[src/rtl/serial_word_sender.sv]
// Parallel-to-serial word sender: accepts a word via valid/ready and drives it
// bit-serially on D, each bit held HOLD_CYCLES clocks, then an optional zero gap.
module serial_word_sender #(
   parameter int WIDTH       = 4,
   parameter int HOLD_CYCLES = 2,
   parameter int GAP_CYCLES  = 1,
   parameter int MSB_FIRST   = 1
) (
   input  logic             clock,
   input  logic             reset_b,
   input  logic [WIDTH-1:0] in_data,
   input  logic             in_valid,
   output logic             in_ready,
   output logic             D,
   output logic             busy,
   output logic             done
);

   localparam int HOLD_W = (HOLD_CYCLES > 1) ? $clog2(HOLD_CYCLES) : 1;
   localparam int BIT_W  = $clog2(WIDTH);
   localparam int GAP_W  = (GAP_CYCLES > 1) ? $clog2(GAP_CYCLES) : 1;

   localparam logic [HOLD_W-1:0] HOLD_LAST = HOLD_W'(HOLD_CYCLES - 1);
   localparam logic [BIT_W-1:0]  BIT_LAST  = BIT_W'(WIDTH - 1);
   localparam logic [GAP_W-1:0]  GAP_LAST  = GAP_W'((GAP_CYCLES > 0) ? GAP_CYCLES - 1 : 0);

   typedef enum logic [1:0] {
      ST_IDLE,
      ST_SHIFT,
      ST_GAP
   } state_t;

   state_t            state_q, state_d;
   logic [WIDTH-1:0]  sreg_q, sreg_d;
   logic [HOLD_W-1:0] hold_q, hold_d;
   logic [BIT_W-1:0]  bit_q, bit_d;
   logic [GAP_W-1:0]  gap_q, gap_d;
   logic              d_q, d_d;
   logic              busy_q, busy_d;
   logic              done_q, done_d;

   logic last_hold;
   logic last_bit;
   logic accept;

   assign last_hold = (hold_q == HOLD_LAST);
   assign last_bit  = (bit_q == BIT_LAST);
   assign in_ready  = reset_b &&
                      ((state_q == ST_IDLE) ||
                       ((GAP_CYCLES == 0) && (state_q == ST_SHIFT) && last_hold && last_bit));
   assign accept    = in_valid && in_ready;

   always_comb begin
      state_d = state_q;
      sreg_d  = sreg_q;
      hold_d  = hold_q;
      bit_d   = bit_q;
      gap_d   = gap_q;
      d_d     = d_q;
      busy_d  = busy_q;
      done_d  = 1'b0;

      case (state_q)
         ST_IDLE: begin
            d_d    = 1'b0;
            busy_d = 1'b0;
         end
         ST_SHIFT: begin
            if (!last_hold) begin
               hold_d = hold_q + 1'b1;
            end else begin
               hold_d = '0;
               if (!last_bit) begin
                  bit_d = bit_q + 1'b1;
                  if (MSB_FIRST != 0) begin
                     sreg_d = sreg_q << 1;
                     d_d    = sreg_q[WIDTH-2];
                  end else begin
                     sreg_d = sreg_q >> 1;
                     d_d    = sreg_q[1];
                  end
               end else begin
                  done_d = 1'b1;
                  bit_d  = '0;
                  d_d    = 1'b0;
                  busy_d = 1'b0;
                  gap_d  = '0;
                  state_d = (GAP_CYCLES > 0) ? ST_GAP : ST_IDLE;
               end
            end
         end
         ST_GAP: begin
            d_d    = 1'b0;
            busy_d = 1'b0;
            if (gap_q == GAP_LAST) state_d = ST_IDLE;
            else                   gap_d   = gap_q + 1'b1;
         end
         default: state_d = ST_IDLE;
      endcase

      // A load overrides the word-end path above so gapless words keep done pulsing.
      if (accept) begin
         state_d = ST_SHIFT;
         sreg_d  = in_data;
         hold_d  = '0;
         bit_d   = '0;
         busy_d  = 1'b1;
         d_d     = (MSB_FIRST != 0) ? in_data[WIDTH-1] : in_data[0];
      end
   end

   always_ff @(posedge clock) begin
      if (!reset_b) begin
         state_q <= ST_IDLE;
         sreg_q  <= '0;
         hold_q  <= '0;
         bit_q   <= '0;
         gap_q   <= '0;
         d_q     <= 1'b0;
         busy_q  <= 1'b0;
         done_q  <= 1'b0;
      end else begin
         state_q <= state_d;
         sreg_q  <= sreg_d;
         hold_q  <= hold_d;
         bit_q   <= bit_d;
         gap_q   <= gap_d;
         d_q     <= d_d;
         busy_q  <= busy_d;
         done_q  <= done_d;
      end
   end

   assign D    = d_q;
   assign busy = busy_q;
   assign done = done_q;

endmodule
[config.mk]
export PLATFORM = sky130hd
export DESIGN_NAME = serial_word_sender
export DESIGN_NICKNAME = d
export VERILOG_FILES = /design/src/rtl/serial_word_sender.sv
export SDC_FILE = /design/constraint.sdc
export NUM_CORES = 1
export LEC_CHECK = 0
export ABC_AREA = 0
export CAP_MARGIN = 40
export CORE_AREA = 8 8 45 47
export DETAILED_ROUTE_END_ITERATION = 7
export DIE_AREA = 0 0 53 55
export SYNTH_ARGS = -nofsm -noshare
export SYNTH_HDL_FRONTEND = slang
export SYNTH_SLANG_ARGS = --single-unit
[constraint.sdc]
create_clock -name clock -period 1.4 [get_ports clock]
set_input_delay 0.21 -clock clock [delete_from_list [all_inputs] [get_ports clock]]
set_output_delay 0.21 -clock clock [all_outputs]
set_load 0.005 [all_outputs]
Word level (Yosys, flattened, before mapping)
Index checks and enable logic that the tools add are counted.
{ "op_classes": {"reduce_logical": 17, "n_eq_ne": 11, "bitwise": 2, "add_sub_neg": 3, "muxes": 22} }
{ "ops": {"columns": ["operator", "n"], "rows": [
  ["3-bit two-way mux", 4],
  ["3-bit AND reduction", 4],
  ["1-bit two-way mux", 10],
  ["3-bit inequality test, second input constant", 3],
  ["2-bit two-way mux", 4],
  ["2-bit inequality test, second input constant", 4],
  ["4-bit AND reduction", 2],
  ["1-bit case mux with 2 select lines", 3],
  ["2-bit case mux with 3 select lines", 1],
  ["2-bit nonzero test", 3],
  ["2-bit == test, second input constant", 2],
  ["2-bit AND reduction", 2],
  ["2-bit OR reduction", 2],
  ["3-bit nonzero test", 1],
  ["1-bit adder, second input constant", 2],
  ["2-bit by 1-bit adder with 2-bit output, second input constant", 1],
  ["2-bit by 1-bit == test with 1-bit output, second input constant", 1],
  ["1-bit logical AND", 2],
  ["2-bit zero test", 1],
  ["2-bit by 1-bit inequality test with 1-bit output, second input constant", 1],
  ["1-bit NOT", 2]
]} }
{ "word_totals": {"output_inout_bits": 4, "ff_bits": 12, "in_bits": 7, "wordCells": 64} }

Longest topological paths before layout
{ "depth": {"word_depth": 5, "depth_mapped": 4, "mapped_depth_nobuf": 4} }

Worst setup path after synthesis
OpenSTA, ideal clock, no wires.
{ "synth_path": {"kind": "flip-flop to flip-flop", "startpoint": "register bit_q[0]", "endpoint": "register sreg_q[0]", "path_buffers": 0, "path_stages_with_launch": 5, "synth_period_minus_slack_ns": 1.297, "path_slack_ns": 0.103, "setup_time_ns": 0.070, "required_ns": 1.330, "t_arrival_ns": 1.227, "path_cell_list": "dfxtp_1 ha_1 and4bb_1 or3b_1 a21boi_1"} }
{ "synth_via": {"elab_chain_len": 3} }
{ "synth_rtl": {"columns": ["element", "line", "text"], "rows": [
  ["from (decl)", "36", "logic [BIT_W-1:0] bit_q, bit_d;"],
  ["from (signal assigned)", "126", "bit_q <= bit_d;"],
  ["2-bit == test", "47", "assign last_bit = (bit_q == BIT_LAST);"],
  ["named net last_bit", "43", "logic last_bit;"],
  ["2-bit by 1-bit inequality test with 1-bit output (no source line)", null, null],
  ["3-bit AND reduction (no source line)", null, null],
  ["to (signal assigned)", "124", "sreg_q <= sreg_d;"],
  ["to (decl)", "34", "logic [WIDTH-1:0] sreg_q, sreg_d;"]
]} }
The timed path passes the listed nets, and every way through them passes these cells.
A chain may end at the register's enable or synchronous reset.

Worst setup path in the final report
Same ends and word-level chain as after synthesis.

==> run metrics <==
DIE AREA=2920 µm²; CP peak stage delay=360 ps; clk slew on worst S/H paths=70 ps; final setup vio count=0; Core Util, Final=49.7%; Mapped Nets=63; Period Utilization, post-route=93.7%; register area=223 µm²; CTS max path bufs=2; pwr dens=943 nW/µm²; Core Area=1380 µm²; final hold violations=0; Ports=11; status=finished, final reports clean; Max VDD drop=0.000449 V; Startpoint Class=flip-flop; Seq cells post-synth=11; Max-cap violations=0; n_diodes=0; Yosys warning total=0; clk_lat worst skew=260 ps; Die W=53 µm; sum of negative setup slack=0 ps; Root Driver=clkbuf_4; syn avg cell area=9.35 µm²; Cell variety after synth=25; Filler cells=147; Post-Route WL=1.06 mm; CTS tree=yes; largest net degree at the start of global routing=10; global-route wire length before repair=1.76 mm; worst hold path class=reg2reg; post-route cell area=688 µm²; Slew Limit Fails=0; power after layout=649 µW; CP Max Fanout=4; relative slew slack=86.4%; Post-CTS Setup Bufs=0; f_max=0.762 GHz; area of the multi-input gates=275 µm²; Cells after DPL=84; Post-Synthesis Cell Area=514 µm²; Row Count=14; GR Overflow Total=0; Synth Instances=55; Worst EP required=1600 ps; area grow syn2layout=33.8%; slew of the pin with the lowest slew margin=202 ps; final clock skew=2.31 ps; Worst Setup End Kind=flip-flop; RSZ-0062 raised after global routing=yes; CP max stage cell=or3b_1; Setup CP Type=reg2reg; drc violations=0; leakage=0.278 nW; Crit path arrival time=1510 ps; WL/cell=12.1 µm; H-tree depth=1; hold-fix buffers at CTS=0; Nets=81; initial antenna violation count=0; DR vias=449; All-Layer GR Usage=8.00%; Vias/cell=5.10; share of layout cells above drive strength 1=19.4%; antenna viol nets, final=0; Cell Count, Final, Fillers Out=88; clock period minus worst slack=1310 ps; Port Buf Inserts=10; Sink Count=11; Initial Utilization=37.2%; DP Area=661 µm²; most frequent cells in the layout=dfxtp_1, clkdlybuf4s50_1, nand2_1, a21oi_1, buf_4; post-synthesis sequential area ratio=42.8%; post-DP HPWL=792 µm; worst-path cell chain=ha_1 > and4bb_1 > or3b_1 > a21boi_1; drt first pass iters=2; CTS Buf Count=3; routability cong.=0.713; 1st-iter DRT viols=1; vias in the first global route=425; Die Y=55 µm
synth_stat cells, drive strengths merged:
cell    instances  area [µm²]
o21ai           2        10.0
buf             1        11.3
o21a            1        7.51
a311oi          1        8.76
mux2i           2        20.0
nand2           6        22.5
and4            2        17.5
o31ai           2        15.0
and2b           1        7.51
or2             1        6.26
nand2b          4        25.0
nor2            3        11.3
or3             1        6.26
dfxtp          11         220
ha              1        12.5
nand3b          1        7.51
nor4bb          1        16.3
clkbuf          2        7.51
and4bb          1        12.5
a21bo           1        10.0
nand3           1        5.00
a21boi          2        15.0
a21oi           6        30.0
or3b            1        8.76
critical path: cells and delay by family, from the launching register on:
kind / cells / cell delay, ps
AO/OA/AOI/OAI: 1 / 120
adder cells (fa/ha/maj): 1 / 170
flip-flops: 1 / 340
AND/OR/NAND/NOR: 2 / 620
cells by family (layout without fill, tap and decap cells):
family	count (synthesis)	count (layout)	synth area share, %
multiplexers	2	2	3.89
AO/OA/AOI/OAI	15	15	18.7
flip-flops	11	11	42.8
adder cells (fa/ha/maj)	1	1	2.43
buffers and inverters	3	20	3.65
AND/OR/NAND/NOR	23	23	28.5
power by group:
| group | switching (mW) | internal [mW] |
|---|---|---|
| logic | 0.0371 | 0.0564 |
| clock network | 0.108 | 0.110 |
| registers | 0.0103 | 0.327 |
final timing paths:
kind	from	to	slack (ps)	depth (start not counted)
worst max register to register	bit_q[0]	sreg_q[0]	90	4
worst min-delay path	bit_q[1]	bit_q[1]	460	2
worst max-delay path	bit_q[0]	sreg_q[0]	90	4
worst min register to register	bit_q[1]	bit_q[1]	460	2
repair_timing:
action | CTS | global route
resized for setup | 2 | 1
endpoints found under the setup margin | 1 | 2
endpoints found under the hold margin | 0 | 0
per-layer routing:
| metal | global-route usage [%] | vias to the layer above | share of wire [%] |
|---|---|---|---|
| li1 | - | 231 | - |
| met1 | 9.49 | 207 | 50 |
| met2 | 12.3 | 7 | 45 |
| met3 | 2.41 | 4 | 3.4 |
| met4 | 5.17 | 0 | 1.9 |
| met5 | 0 | - | 0 |
flip-flops by register name, indices dropped and copies added (netlist names):
name and cells:
busy 1, bit_q 2, hold_q 1, D 1
sreg_q 3, state_q 2, done 1
final cells by class:
type | count | area share, %
repair buffers | 16 | 20.9
flip-flops and latches | 11 | 32.4
well taps | 16 | 2.91
multi-input cells | 41 | 40.0
clock buffers | 4 | 3.82
metrics by stage:
stage	worst slack [ps]	hold slack, ps
floorplan	103	344
global placement	-192	451
detailed placement	-207	458
CTS	64.3	468
global route	-22.6	489
finish	87.5	463
(Power assumes the default switching activity.)
